--- src/rtl/pipe_pkg.sv ---
// Shared pipeline-register constants: default control width, the idle (NOP) control value
// and the bit layout of the control field, so every stage packs and unpacks it identically.
package pipe_pkg;

  localparam int PIPE_CTRL_W = 16;
  localparam logic [PIPE_CTRL_W-1:0] PIPE_CTRL_IDLE = '0;

  localparam int CTRL_REG_WRITE  = 0;
  localparam int CTRL_MEM_READ   = 1;
  localparam int CTRL_MEM_WRITE  = 2;
  localparam int CTRL_ALU_SRC_A  = 3;
  localparam int CTRL_ALU_SRC_B  = 4;
  localparam int CTRL_REG_DST    = 5;
  localparam int CTRL_MEM_TO_REG = 6;
  localparam int CTRL_SIGN       = 7;
  localparam int CTRL_IS_BRANCH  = 8;
  localparam int CTRL_ALU_OP_LSB = 9;
  localparam int CTRL_ALU_OP_W   = 4;

  typedef struct packed {
    logic [CTRL_ALU_OP_W-1:0] alu_op;
    logic                     is_branch;
    logic                     sign;
    logic                     mem_to_reg;
    logic                     reg_dst;
    logic                     alu_src_b;
    logic                     alu_src_a;
    logic                     mem_write;
    logic                     mem_read;
    logic                     reg_write;
  } ctrl_fields_t;

  function automatic logic [PIPE_CTRL_W-1:0] pack_ctrl(input ctrl_fields_t f);
    logic [PIPE_CTRL_W-1:0] c;
    c = PIPE_CTRL_IDLE;
    c[CTRL_REG_WRITE]  = f.reg_write;
    c[CTRL_MEM_READ]   = f.mem_read;
    c[CTRL_MEM_WRITE]  = f.mem_write;
    c[CTRL_ALU_SRC_A]  = f.alu_src_a;
    c[CTRL_ALU_SRC_B]  = f.alu_src_b;
    c[CTRL_REG_DST]    = f.reg_dst;
    c[CTRL_MEM_TO_REG] = f.mem_to_reg;
    c[CTRL_SIGN]       = f.sign;
    c[CTRL_IS_BRANCH]  = f.is_branch;
    c[CTRL_ALU_OP_LSB +: CTRL_ALU_OP_W] = f.alu_op;
    return c;
  endfunction

  function automatic ctrl_fields_t unpack_ctrl(input logic [PIPE_CTRL_W-1:0] c);
    ctrl_fields_t f;
    f.reg_write  = c[CTRL_REG_WRITE];
    f.mem_read   = c[CTRL_MEM_READ];
    f.mem_write  = c[CTRL_MEM_WRITE];
    f.alu_src_a  = c[CTRL_ALU_SRC_A];
    f.alu_src_b  = c[CTRL_ALU_SRC_B];
    f.reg_dst    = c[CTRL_REG_DST];
    f.mem_to_reg = c[CTRL_MEM_TO_REG];
    f.sign       = c[CTRL_SIGN];
    f.is_branch  = c[CTRL_IS_BRANCH];
    f.alu_op     = c[CTRL_ALU_OP_LSB +: CTRL_ALU_OP_W];
    return f;
  endfunction

  // True when the control word can change architectural state.
  function automatic logic ctrl_has_side_effect(input logic [PIPE_CTRL_W-1:0] c);
    return c[CTRL_REG_WRITE] | c[CTRL_MEM_WRITE] | c[CTRL_IS_BRANCH];
  endfunction

endpackage

--- src/rtl/pipe_skid_slot.sv ---
// One pipeline entry: a valid bit plus payload/control registers with load and drop.
// Control reads as CTRL_IDLE whenever the entry is invalid; dropping keeps the payload.
module pipe_skid_slot
  import pipe_pkg::*;
#(
  parameter int                DATA_W    = 64,
  parameter int                CTRL_W    = PIPE_CTRL_W,
  parameter logic [CTRL_W-1:0] CTRL_IDLE = '0
) (
  input  logic              clk,
  input  logic              rst_n,
  input  logic              load,
  input  logic              drop,
  input  logic [DATA_W-1:0] load_data,
  input  logic [CTRL_W-1:0] load_ctrl,
  output logic              valid,
  output logic [DATA_W-1:0] data,
  output logic [CTRL_W-1:0] ctrl
);

  logic              valid_q;
  logic [DATA_W-1:0] data_q;
  logic [CTRL_W-1:0] ctrl_q;

  // load wins over drop: a draining entry refilled in the same cycle stays valid
  always_ff @(posedge clk or negedge rst_n) begin
    if (!rst_n) begin
      valid_q <= 1'b0;
      data_q  <= '0;
      ctrl_q  <= CTRL_IDLE;
    end else if (load) begin
      valid_q <= 1'b1;
      data_q  <= load_data;
      ctrl_q  <= load_ctrl;
    end else if (drop) begin
      valid_q <= 1'b0;
    end
  end

  assign valid = valid_q;
  assign data  = data_q;
  assign ctrl  = valid_q ? ctrl_q : CTRL_IDLE;

endmodule

--- src/rtl/pipe_stage_reg.sv ---
// Pipeline stage register with valid/ready handshake, flush, bubble insertion and an
// optional skid entry that keeps in_ready free of any combinational path from out_ready.
module pipe_stage_reg
  import pipe_pkg::*;
#(
  parameter int                DATA_W    = 64,
  parameter int                CTRL_W    = PIPE_CTRL_W,
  parameter logic [CTRL_W-1:0] CTRL_IDLE = '0,
  parameter int                SKID      = 1
) (
  input  logic              clk,
  input  logic              rst_n,
  input  logic              in_valid,
  output logic              in_ready,
  input  logic [DATA_W-1:0] in_data,
  input  logic [CTRL_W-1:0] in_ctrl,
  output logic              out_valid,
  input  logic              out_ready,
  output logic [DATA_W-1:0] out_data,
  output logic [CTRL_W-1:0] out_ctrl,
  input  logic              flush,
  input  logic              bubble,
  output logic [1:0]        occ
);

  logic              xfer_in;
  logic              xfer_out;
  logic              main_valid;
  logic              main_load;
  logic              main_drop;
  logic [DATA_W-1:0] main_src_data;
  logic [CTRL_W-1:0] main_src_ctrl;
  logic              skid_valid;
  logic              skid_load;
  logic              skid_drop;
  logic [DATA_W-1:0] skid_data;
  logic [CTRL_W-1:0] skid_ctrl;

  assign in_ready = (SKID != 0) ? !skid_valid : (!main_valid || out_ready);
  assign xfer_in  = in_valid && in_ready && !bubble;
  assign xfer_out = main_valid && out_ready;

  // The skid entry is only ever filled behind a valid main entry, so it always drains first.
  assign main_load     = !flush && (!main_valid || xfer_out) && (skid_valid || xfer_in);
  assign main_drop     = flush || xfer_out;
  assign main_src_data = skid_valid ? skid_data : in_data;
  assign main_src_ctrl = skid_valid ? skid_ctrl : in_ctrl;

  pipe_skid_slot #(
    .DATA_W    (DATA_W),
    .CTRL_W    (CTRL_W),
    .CTRL_IDLE (CTRL_IDLE)
  ) u_main (
    .clk       (clk),
    .rst_n     (rst_n),
    .load      (main_load),
    .drop      (main_drop),
    .load_data (main_src_data),
    .load_ctrl (main_src_ctrl),
    .valid     (main_valid),
    .data      (out_data),
    .ctrl      (out_ctrl)
  );

  generate
    if (SKID != 0) begin : g_skid
      assign skid_load = !flush && xfer_in && main_valid && !xfer_out;
      assign skid_drop = flush || (skid_valid && xfer_out);

      pipe_skid_slot #(
        .DATA_W    (DATA_W),
        .CTRL_W    (CTRL_W),
        .CTRL_IDLE (CTRL_IDLE)
      ) u_skid (
        .clk       (clk),
        .rst_n     (rst_n),
        .load      (skid_load),
        .drop      (skid_drop),
        .load_data (in_data),
        .load_ctrl (in_ctrl),
        .valid     (skid_valid),
        .data      (skid_data),
        .ctrl      (skid_ctrl)
      );
    end else begin : g_no_skid
      assign skid_load  = 1'b0;
      assign skid_drop  = 1'b0;
      assign skid_valid = 1'b0;
      assign skid_data  = '0;
      assign skid_ctrl  = CTRL_IDLE;
    end
  endgenerate

  assign out_valid = main_valid;
  assign occ       = {1'b0, main_valid} + {1'b0, skid_valid};

endmodule

--- config.mk ---
export PLATFORM = sky130hd
export DESIGN_NAME = pipe_stage_reg
export DESIGN_NICKNAME = d
export VERILOG_FILES = /design/src/rtl/pipe_pkg.sv /design/src/rtl/pipe_skid_slot.sv /design/src/rtl/pipe_stage_reg.sv
export SDC_FILE = /design/constraint.sdc
export NUM_CORES = 1
export LEC_CHECK = 0
export CORE_AREA = 4 4 120 122
export CTS_CLUSTER_SIZE = 8
export DETAILED_ROUTE_END_ITERATION = 10
export DIE_AREA = 0 0 124 126
export HOLD_SLACK_MARGIN = 0.03
export PLACE_DENSITY = 0.94
export SYNTH_ARGS = -nofsm -noshare
export SYNTH_HDL_FRONTEND = slang
export SYNTH_SLANG_ARGS = --single-unit
--- constraint.sdc ---
create_clock -name clk -period 4.75 [get_ports clk]
set_clock_uncertainty 0.1 [all_clocks]
set_input_delay 0.95 -clock clk [delete_from_list [all_inputs] [get_ports clk]]
set_output_delay 0.95 -clock clk [all_outputs]
set_load 0.005 [all_outputs]
Word level (Yosys, flattened, before mapping)
Cells that the tools add are included.
{"block": "totals", "wordCells": 34, "input_bits": 86, "register_bits": 162, "output_inout_bits": 84}
{"block": "op_classes", "addsub": 1, "reduce_logical": 20, "mux": 7}
{"operator": "$mux 64", "n": 1}
{"operator": "$mux 16", "n": 2}
{"operator": "$logic_and 1x1->1", "n": 9}
{"operator": "$logic_not 1->1", "n": 5}
{"operator": "$logic_or 1x1->1", "n": 4}
{"operator": "$mux 1", "n": 4}
{"operator": "$reduce_bool 2->1", "n": 2}
{"operator": "$add 1x1->2", "n": 1}

Longest topological paths before layout
Gate-level depths: netlist of run 1.
{"block": "logic_depth", "depth_word": 7, "depth_mapped": 5, "ltp_nobuf": 3}

Hierarchy
From an unflattened synthesis of run 1, not the netlist that was laid out.
{"block": "hier_totals", "cells_unflattened": 476, "hier_area_um2": 8091.5}
{"mod": "pipe_skid_slot", "instances": 2, "seq_area_each_um2": 2026.9, "area_each_um2": 3510.9, "cells_per_inst": 189}
{"mod": "pipe_stage_reg", "instances": 1, "seq_area_each_um2": 0.0, "area_each_um2": 1069.8, "cells_per_inst": 98}

Least setup slack after synthesis of run 1
Ideal clock, no wire load.
{"block": "synth_path", "kind": "input to register", "from": "input out_ready", "to": "register u_main.data_q[34], in the netlist u_main.data[34]", "path_buffers": 1, "cell_stages": 4, "setup_slack_ps": 2389, "setup_time_ps": 125, "required_ps": 4525, "arrival_time_ps": 2136, "path_cell_list": "and2b_1 a211oi_4 buf_6 mux2_2"}
{"block": "synth_between", "elab_chain_cells": 4}
{"item": "start: declaration", "line": "pipe_stage_reg.sv:18", "source": "input logic out_ready,"}
{"item": "$logic_and 1x1->1", "line": "pipe_stage_reg.sv:41", "source": "assign xfer_out = main_valid && out_ready;"}
{"item": "$logic_or 1x1->1", "line": "pipe_stage_reg.sv:44", "source": "assign main_load = !flush && (!main_valid || xfer_out) && (skid_valid || xfer_in);"}
{"item": "$logic_and 1x1->1 (2 in series)", "line": "pipe_stage_reg.sv:44"}
{"item": "end signal: assignment", "line": "pipe_skid_slot.sv:33", "source": "data_q <= load_data;"}
{"item": "end: declaration", "line": "pipe_skid_slot.sv:22", "source": "logic [DATA_W-1:0] data_q;"}
Every way passes these cells.
A chain may end at the register's enable or synchronous reset.

Worst setup path after layout of run 1
{"block": "layout_path", "from": "register u_main.valid_q, in the netlist u_main.valid", "to": "output occ[0]"}
{"block": "layout_between", "elab_chain_cells": 1}
{"item": "start: declaration", "line": "pipe_skid_slot.sv:21", "source": "logic valid_q;"}
{"item": "start signal: assignment", "line": "pipe_skid_slot.sv:28", "source": "valid_q <= 1'b0;"}
{"item": "start signal: assignment", "line": "pipe_skid_slot.sv:32", "source": "valid_q <= 1'b1;"}
{"item": "start signal: assignment", "line": "pipe_skid_slot.sv:36", "source": "valid_q <= 1'b0;"}
{"item": "$add 1x1->2", "line": "pipe_stage_reg.sv:95", "source": "assign occ = {1'b0, main_valid} + {1'b0, skid_valid};"}
{"item": "end: declaration", "line": "pipe_stage_reg.sv:23", "source": "output logic [1:0] occ"}
Every way passes these cells.

==> run_results.csv, run 1 <==
group,metric,value,unit
synth,ys_warn_count,0,
global_route,antenna_found_initial,0,
final_layout,final_core_util,72.3,%
timing,maxSlewHeadroom,40.1,%
min_path,hp-class,"flop to flop",
drt,vias,4331,
clocking,tritoncts,"yes",
timing,post-route-period-util,64.1,%
global_route,grt-ovfl-total,0,
timing,tightest_slew,899,ps
job,maxCapViolations,0,
placed_design,gp_congestion,0.704,
setup_path,worst-path-stages,2,
clocking,cts_resized,0,
setup_path,crit_arrival,1990,ps
setup_path,r2r_end,"u_main.data[4]",
setup_path,crit_family,"flip-flops",
global_route,grt_pass1_vias,4923,
setup_path,crit_chain,"ha_1 -> clkdlybuf4s50_1",
drt,totalWireLength,16.0,mm
timing,timing.fmax,328,MHz
placed_design,io_buffers,169,
setup_path,critPathCapture,"occ[0]",
setup_path,worstRegToRegCells,4,
synth,ys_seq_area_share,57.0,%
timing,slew_viol_final,0,
setup_path,timing.rr.start,"u_main.valid",
setup_path,start_kind,"flop",
drt,drcViolationCount,0,
setup_path,cp.required,3700,ps
power_and_ir_drop,p_leak,4.11,nW
clocking,path_clk_slew,60,ps
setup_path,startpoint,"u_main.valid",
floorplanning,core-area,0.0132,sq mm
floorplanning,die_w,124,um
timing,final-hold-violation-count,0,
clocking,h-tree-depth,4,
clocking,hold_buffers,0,
synth,syn-cell-area,0.00711,sq mm
floorplanning,die_h,126,um
power_and_ir_drop,power,3.99,mW
power_and_ir_drop,cellPowerDensity,419,mW/mm^2
drt,drtAntennaViolNets,0,
drt,vias_per_cell,5.32,
setup_path,criticalPathCategory,"flop to output port",
setup_path,crit_path_max_incr_delay,780,ps
clocking,cts_root_buffer,"clkbuf_16",
floorplanning,pin_count,170,
drt,drt-initial-drc-count,215,
setup_path,slowest_stage,"dfrtp_1",
setup_path,crit_fanout,20,
status,outcome,"finished, final reports clean",
floorplanning,rows,42,
global_route,grt_max_degree,101,
drt,dr.pass1.iters,4,
global_route,grt_first_pass_wirelength,25.9,mm
clocking,clk_latency,420,ps
synth,ys_seq_elements,162,
clocking,cts.sinks,162,
setup_path,reg2reg_slack,2110,ps
timing,setup_viol,0,
timing,tns,0,ps
clocking,cts_inserted_buffers,17,
synth,post_synth_num_cell_types,18,
final_layout,area_delta_synth_final,34.1,%
timing,rsz0062_at_grt,"false",
placed_design,dp_hpwl,10.7,mm
setup_path,end_kind,"output port",
synth,syn_inst,456,
final_layout,final_nets,712,
global_route,grt_usage,21.6,%
clocking,cts_setup_buffers,0,
synth,syn_area_per_cell,15.6,sq um
final_layout,layout-drive-gt1-share,41.4,%
final_layout,diodes,0,
clocking,clockBufferDepth,2,
synth,syn-num-nets,543,
power_and_ir_drop,vdd_ir_drop_max,0.000238,V
floorplanning,start_util,53.9,%
timing,period_minus_slack,3040,ps
floorplanning,floorplan.die_area,0.0156,sq mm
setup_path,path_buf_inv,1,
drt,wire_per_inst,19.7,um
[metal layers]
| metal | share of wire (%) | track usage [%] | vias up |
|---|---|---|---|
| li1 | - | - | 1977 |
| met5 | 0 | 0 | - |
| met4 | 1.0 | 5.93 | 0 |
| met1 | 41 | 25.7 | 2212 |
| met2 | 52 | 38.0 | 128 |
| met3 | 6.1 | 6.32 | 14 |
[state kept, by name, indices dropped and copies added, names as in the netlist]
name and count:
u_main.data 64, g_skid.u_skid.ctrl_q 16, g_skid.u_skid.valid 1, u_main.valid 1
g_skid.u_skid.data 64, u_main.ctrl_q 16
[worst min-delay path by stage]
stage                            from                end  slack, ps  cells after the start
CTS                 u_main.ctrl_q[15]  u_main.ctrl_q[15]        380                      1
floorplan           u_main.ctrl_q[15]  u_main.ctrl_q[15]        350                      1
finish              u_main.ctrl_q[15]  u_main.ctrl_q[15]        380                      1
detailed placement  u_main.ctrl_q[15]  u_main.ctrl_q[15]        370                      1
global placement      u_main.data[63]    u_main.data[63]        370                      1
global route        u_main.ctrl_q[15]  u_main.ctrl_q[15]        410                      1
[area by class of cell]
type / count / area [sq um]
Tap cell: 176 / 220
Timing Repair Buffer: 176 / 1750
Clock inverter: 9 / 128
Multi-Input combinational cell: 267 / 2900
Clock buffer: 23 / 488
Fill cell: 835 / 3650
Sequential cell: 162 / 4060
Inverter: 1 / 3.75
[synth_stat cells (all sizes together)]
cell | count | area (sq um)
nor2 | 2 | 7.51
nand3 | 1 | 5.00
nor2b | 1 | 6.26
ha | 1 | 12.5
a211oi | 1 | 20.0
dfrtp | 162 | 4050
clkbuf | 8 | 30.0
and2 | 17 | 106
o31ai | 1 | 7.51
inv | 1 | 3.75
nor3 | 1 | 5.00
buf | 18 | 139
nand2b | 1 | 6.26
mux2 | 240 | 2700
and2b | 1 | 7.51
[worst reg2reg max path: stages (launching register included)]
cell and delay (ps):
dfrtp_1 640, and2b_1 380, a211oi_4 240, buf_4 680, mux2_2 480
[stage by stage]
stage / hold slack [ps] / instance area, sq um / setup slack (ps) / instances
after global placement: 368 / 8930 / 1460 / 782
after detailed placement: 371 / 8930 / 1440 / 782
after floorplan: 350 / 7110 / 2390 / 456
after CTS: 385 / 9540 / 1680 / 814
final: 378 / 9540 / 1710 / 814
after global routing: 406 / 9540 / 1600 / 814
[where the power goes]
group          internal (mW)  leakage, nW  switching [mW]
Clock                  0.880        0.295           0.531
Combinational          0.532         1.79           0.233
Sequential              1.66         2.03           0.157
[cell families after synthesis]
family          after synthesis  synth area share, %
flops                       162                 57.0
compound gates                2                0.387
buf+inv                      27                 2.43
mux                         240                 38.0
fa+ha+maj                     1                0.176
simple gates                 24                 2.02
[layout by cell type, fill, tap and decap left out, drive strengths merged]
cell type      instances
and2b                  1
nand3                  1
and2                  17
o31ai                  1
a211oi                 1
buf                    8
clkbuf                23
nor2b                  1
clkinvlp               3
nor2                   2
dfrtp                162
nor3                   1
clkinv                 3
ha                     1
bufinv                 3
inv                    1
clkdlybuf4s50        168
mux2                 240
nand2b                 1
Note: power is estimated with default switching activity, not from simulation.
==> run 2, diff against run 1 <==
--- a/config.mk
+++ b/config.mk
@@ -5,12 +5,12 @@
 export SDC_FILE = /design/constraint.sdc
 export NUM_CORES = 1
 export LEC_CHECK = 0
-export CORE_AREA = 4 4 120 122
+export CORE_AREA = 4 4 131 133
 export CTS_CLUSTER_SIZE = 8
 export DETAILED_ROUTE_END_ITERATION = 10
-export DIE_AREA = 0 0 124 126
+export DIE_AREA = 0 0 135 137
 export HOLD_SLACK_MARGIN = 0.03
-export PLACE_DENSITY = 0.94
+export PLACE_DENSITY = 0.85
 export SYNTH_ARGS = -nofsm -noshare
 export SYNTH_HDL_FRONTEND = slang
 export SYNTH_SLANG_ARGS = --single-unit
==> constraint.sdc (replaced) <==
create_clock -name clk -period 2.6 [get_ports clk]
set_clock_uncertainty 0.1 [all_clocks]
set_input_delay 0.52 -clock clk [delete_from_list [all_inputs] [get_ports clk]]
set_output_delay 0.52 -clock clk [all_outputs]
set_load 0.005 [all_outputs]
==> run 2 against run 1 <==
Net effect: worst hold slack better by 12 ps; clock-buffer cell count down 4; sequential cell count unchanged; largest power group unchanged; first-iteration DRC count down 44%; sequential share of layout area down 0.60 points; combinational power up 83%; utilization down 11 points; non-clock buffer count up 6; via count up 0.67%; wire length down 4.6%.
==> run_results.csv, run 2 (same netlist as run 1, synthesis figures left out) <==
group,metric,value,unit
timing,setup_viol,0,
floorplanning,start_util,44.9,%
setup_path,critPathCapture,"occ[0]",
timing,timing.fmax,418,MHz
global_route,antenna_found_initial,0,
drt,wl_met1,6.23,mm
global_route,grt_pass1_vias,5004,
clocking,cts_inserted_buffers,17,
drt,routed-wl-met2,7.92,mm
floorplanning,floorplan.die_area,0.0185,sq mm
power_and_ir_drop,seqPwrFrac,46.1,%
global_route,grt_first_pass_wirelength,25.0,mm
status,outcome,"finished, final reports clean",
timing,final.setup.worst_slack,206,ps
job,maxCapViolations,0,
setup_path,crit_chain,"ha_1 -> clkdlybuf4s50_1",
drt,wl_met3,879,um
drt,topRoutingLayerUsed,"met4",
floorplanning,rows,46,
clocking,cts_root_buffer,"clkbuf_16",
global_route,grt-ovfl-total,0,
setup_path,crit_family,"flip-flops",
final_layout,diodes,0,
drt,wire_per_inst,17.8,um
setup_path,crit_path_max_incr_delay,530,ps
power_and_ir_drop,cellPowerDensity,741,mW/mm^2
timing,post-route-period-util,92.1,%
clocking,tritoncts,"yes",
placed_design,dp_hpwl,10.7,mm
floorplanning,die_w,135,um
drt,vias,4360,
setup_path,end_kind,"output port",
drt,drcViolationCount,0,
drt,totalWireLength,15.3,mm
final_layout,mostFrequentLayoutCells,"mux2_2 (223), clkdlybuf4s50_1 (168), dfrtp_1 (160)",
clocking,cts.sinks,162,
setup_path,r2r_end,"u_main.data[58]",
global_route,grt_usage,17.1,%
power_and_ir_drop,p_clk_share,34.4,%
min_path,hp-class,"flop to flop",
setup_path,worstRegToRegCells,4,
power_and_ir_drop,p_leak,4.16,nW
timing,maxSlewHeadroom,70.6,%
final_layout,layout-drive-gt1-share,41.9,%
setup_path,worst-path-stages,2,
setup_path,cp.required,1980,ps
timing,hold_ws,390,ps
power_and_ir_drop,p_int,5.54,mW
setup_path,crit_fanout,20,
floorplanning,die_h,137,um
timing,period_minus_slack,2390,ps
power_and_ir_drop,netSwitchingPower,1.64,mW
setup_path,start_kind,"flop",
drt,drtAntennaViolNets,0,
setup_path,reg2reg_slack,510,ps
placed_design,pre_cts_ws,94.3,ps
timing,slew_viol_final,0,
global_route,grt_max_degree,62,
final_layout,final_common_cell,"mux2_2",
setup_path,timing.rr.start,"u_main.valid",
timing,tns,0,ps
clocking,path_clk_slew,60,ps
final_layout,final_nets,718,
power_and_ir_drop,vdd_ir_drop_max,0.000424,V
setup_path,criticalPathCategory,"flop to output port",
power_and_ir_drop,power_frac_comb,19.6,%
drt,drt-initial-drc-count,121,
clocking,cts_setup_buffers,0,
timing,tightest_slew,442,ps
timing,rsz0062_at_grt,"false",
drt,vias_per_cell,5.08,
clocking,clk_latency,410,ps
setup_path,path_buf_inv,1,
final_layout,area_delta_synth_final,36.1,%
floorplanning,pin_count,170,
setup_path,slowest_stage,"dfrtp_2",
timing,final-hold-violation-count,0,
setup_path,crit_arrival,1770,ps
clocking,h-tree-depth,4,
placed_design,io_buffers,169,
clocking,clockBufferDepth,2,
placed_design,gp_congestion,0.759,
power_and_ir_drop,switching_share,22.8,%
floorplanning,core-area,0.0158,sq mm
setup_path,startpoint,"u_main.valid",
drt,dr.pass1.iters,4,
-- run 2: cell types whose count changed in the layout (fill, tap and decap cells not counted), sizes merged --
cell / before / now
clkinvlp: 3 / 2
dlygate4sd3: 0 / 1
buf: 8 / 13
clkbuf: 23 / 19
clkinv: 3 / 6
-- run 2: power groups by stage --
stage	clock [mW]	combinational [mW]	sequential, mW
floorplan	0	0.583	3.29
CTS	2.53	1.44	3.31
global route	2.64	1.52	3.37
global placement	0	1.36	3.31
detailed placement	0	1.43	3.35
finish	2.46	1.40	3.31
-- run 2: metal layers --
metal / vias to the layer above / global-route usage (%)
li1: 1982 / -
met1: 2232 / 20.3
met2: 120 / 29.8
met3: 26 / 4.78
met4: 0 / 6.49
met5: - / 0
-- run 2: how the worst min path moves through the flow --
stage	to	start	cells after the start	slack (ps)
after CTS	u_main.ctrl_q[15]	u_main.ctrl_q[15]	1	400
final	u_main.ctrl_q[15]	u_main.ctrl_q[15]	1	390
after global placement	g_skid.u_skid.data[48]	rst_n	1	370
after global routing	u_main.ctrl_q[3]	u_main.ctrl_q[3]	1	410
after detailed placement	u_main.data[49]	rst_n	1	380
after floorplan	g_skid.u_skid.ctrl_q[0]	rst_n	0	120
-- run 2: layout make-up --
cell class / count / area [sq um]
repair buffers: 182 / 1870
fillers: 1178 / 6150
clock buffers: 19 / 443
inverters: 1 / 3.75
multi-input cells: 267 / 2900
clock inverters: 11 / 139
well taps: 216 / 270
flip-flops and latches: 162 / 4060
-- run 2: worst reg2reg max path, cell delays in order, from the launching register on --
cell,delay [ps]
dfrtp_2,530
and2b_1,290
a211oi_4,300
buf_12,320
mux2_2,430
-- run 2: what timing repair did --
| action | 4_1_cts | 5_1_grt |
|---|---|---|
| setup endpoints to repair | 0 | 1 |
| endpoints found under the hold margin | 44 | 0 |
| gates resized for setup | 0 | 1 |
| hold buffers | 1 | 0 |
-- run 2: stage by stage --
step,cells,utilization (%),instance area (sq um),power [mW]
floorplan,456,-,7110,3.87
global placement,827,57.4,9090,4.68
detailed placement,827,57.4,9090,4.77
CTS,858,61.2,9680,7.28
global route,858,61.2,9680,7.53
finish,858,61.2,9680,7.18
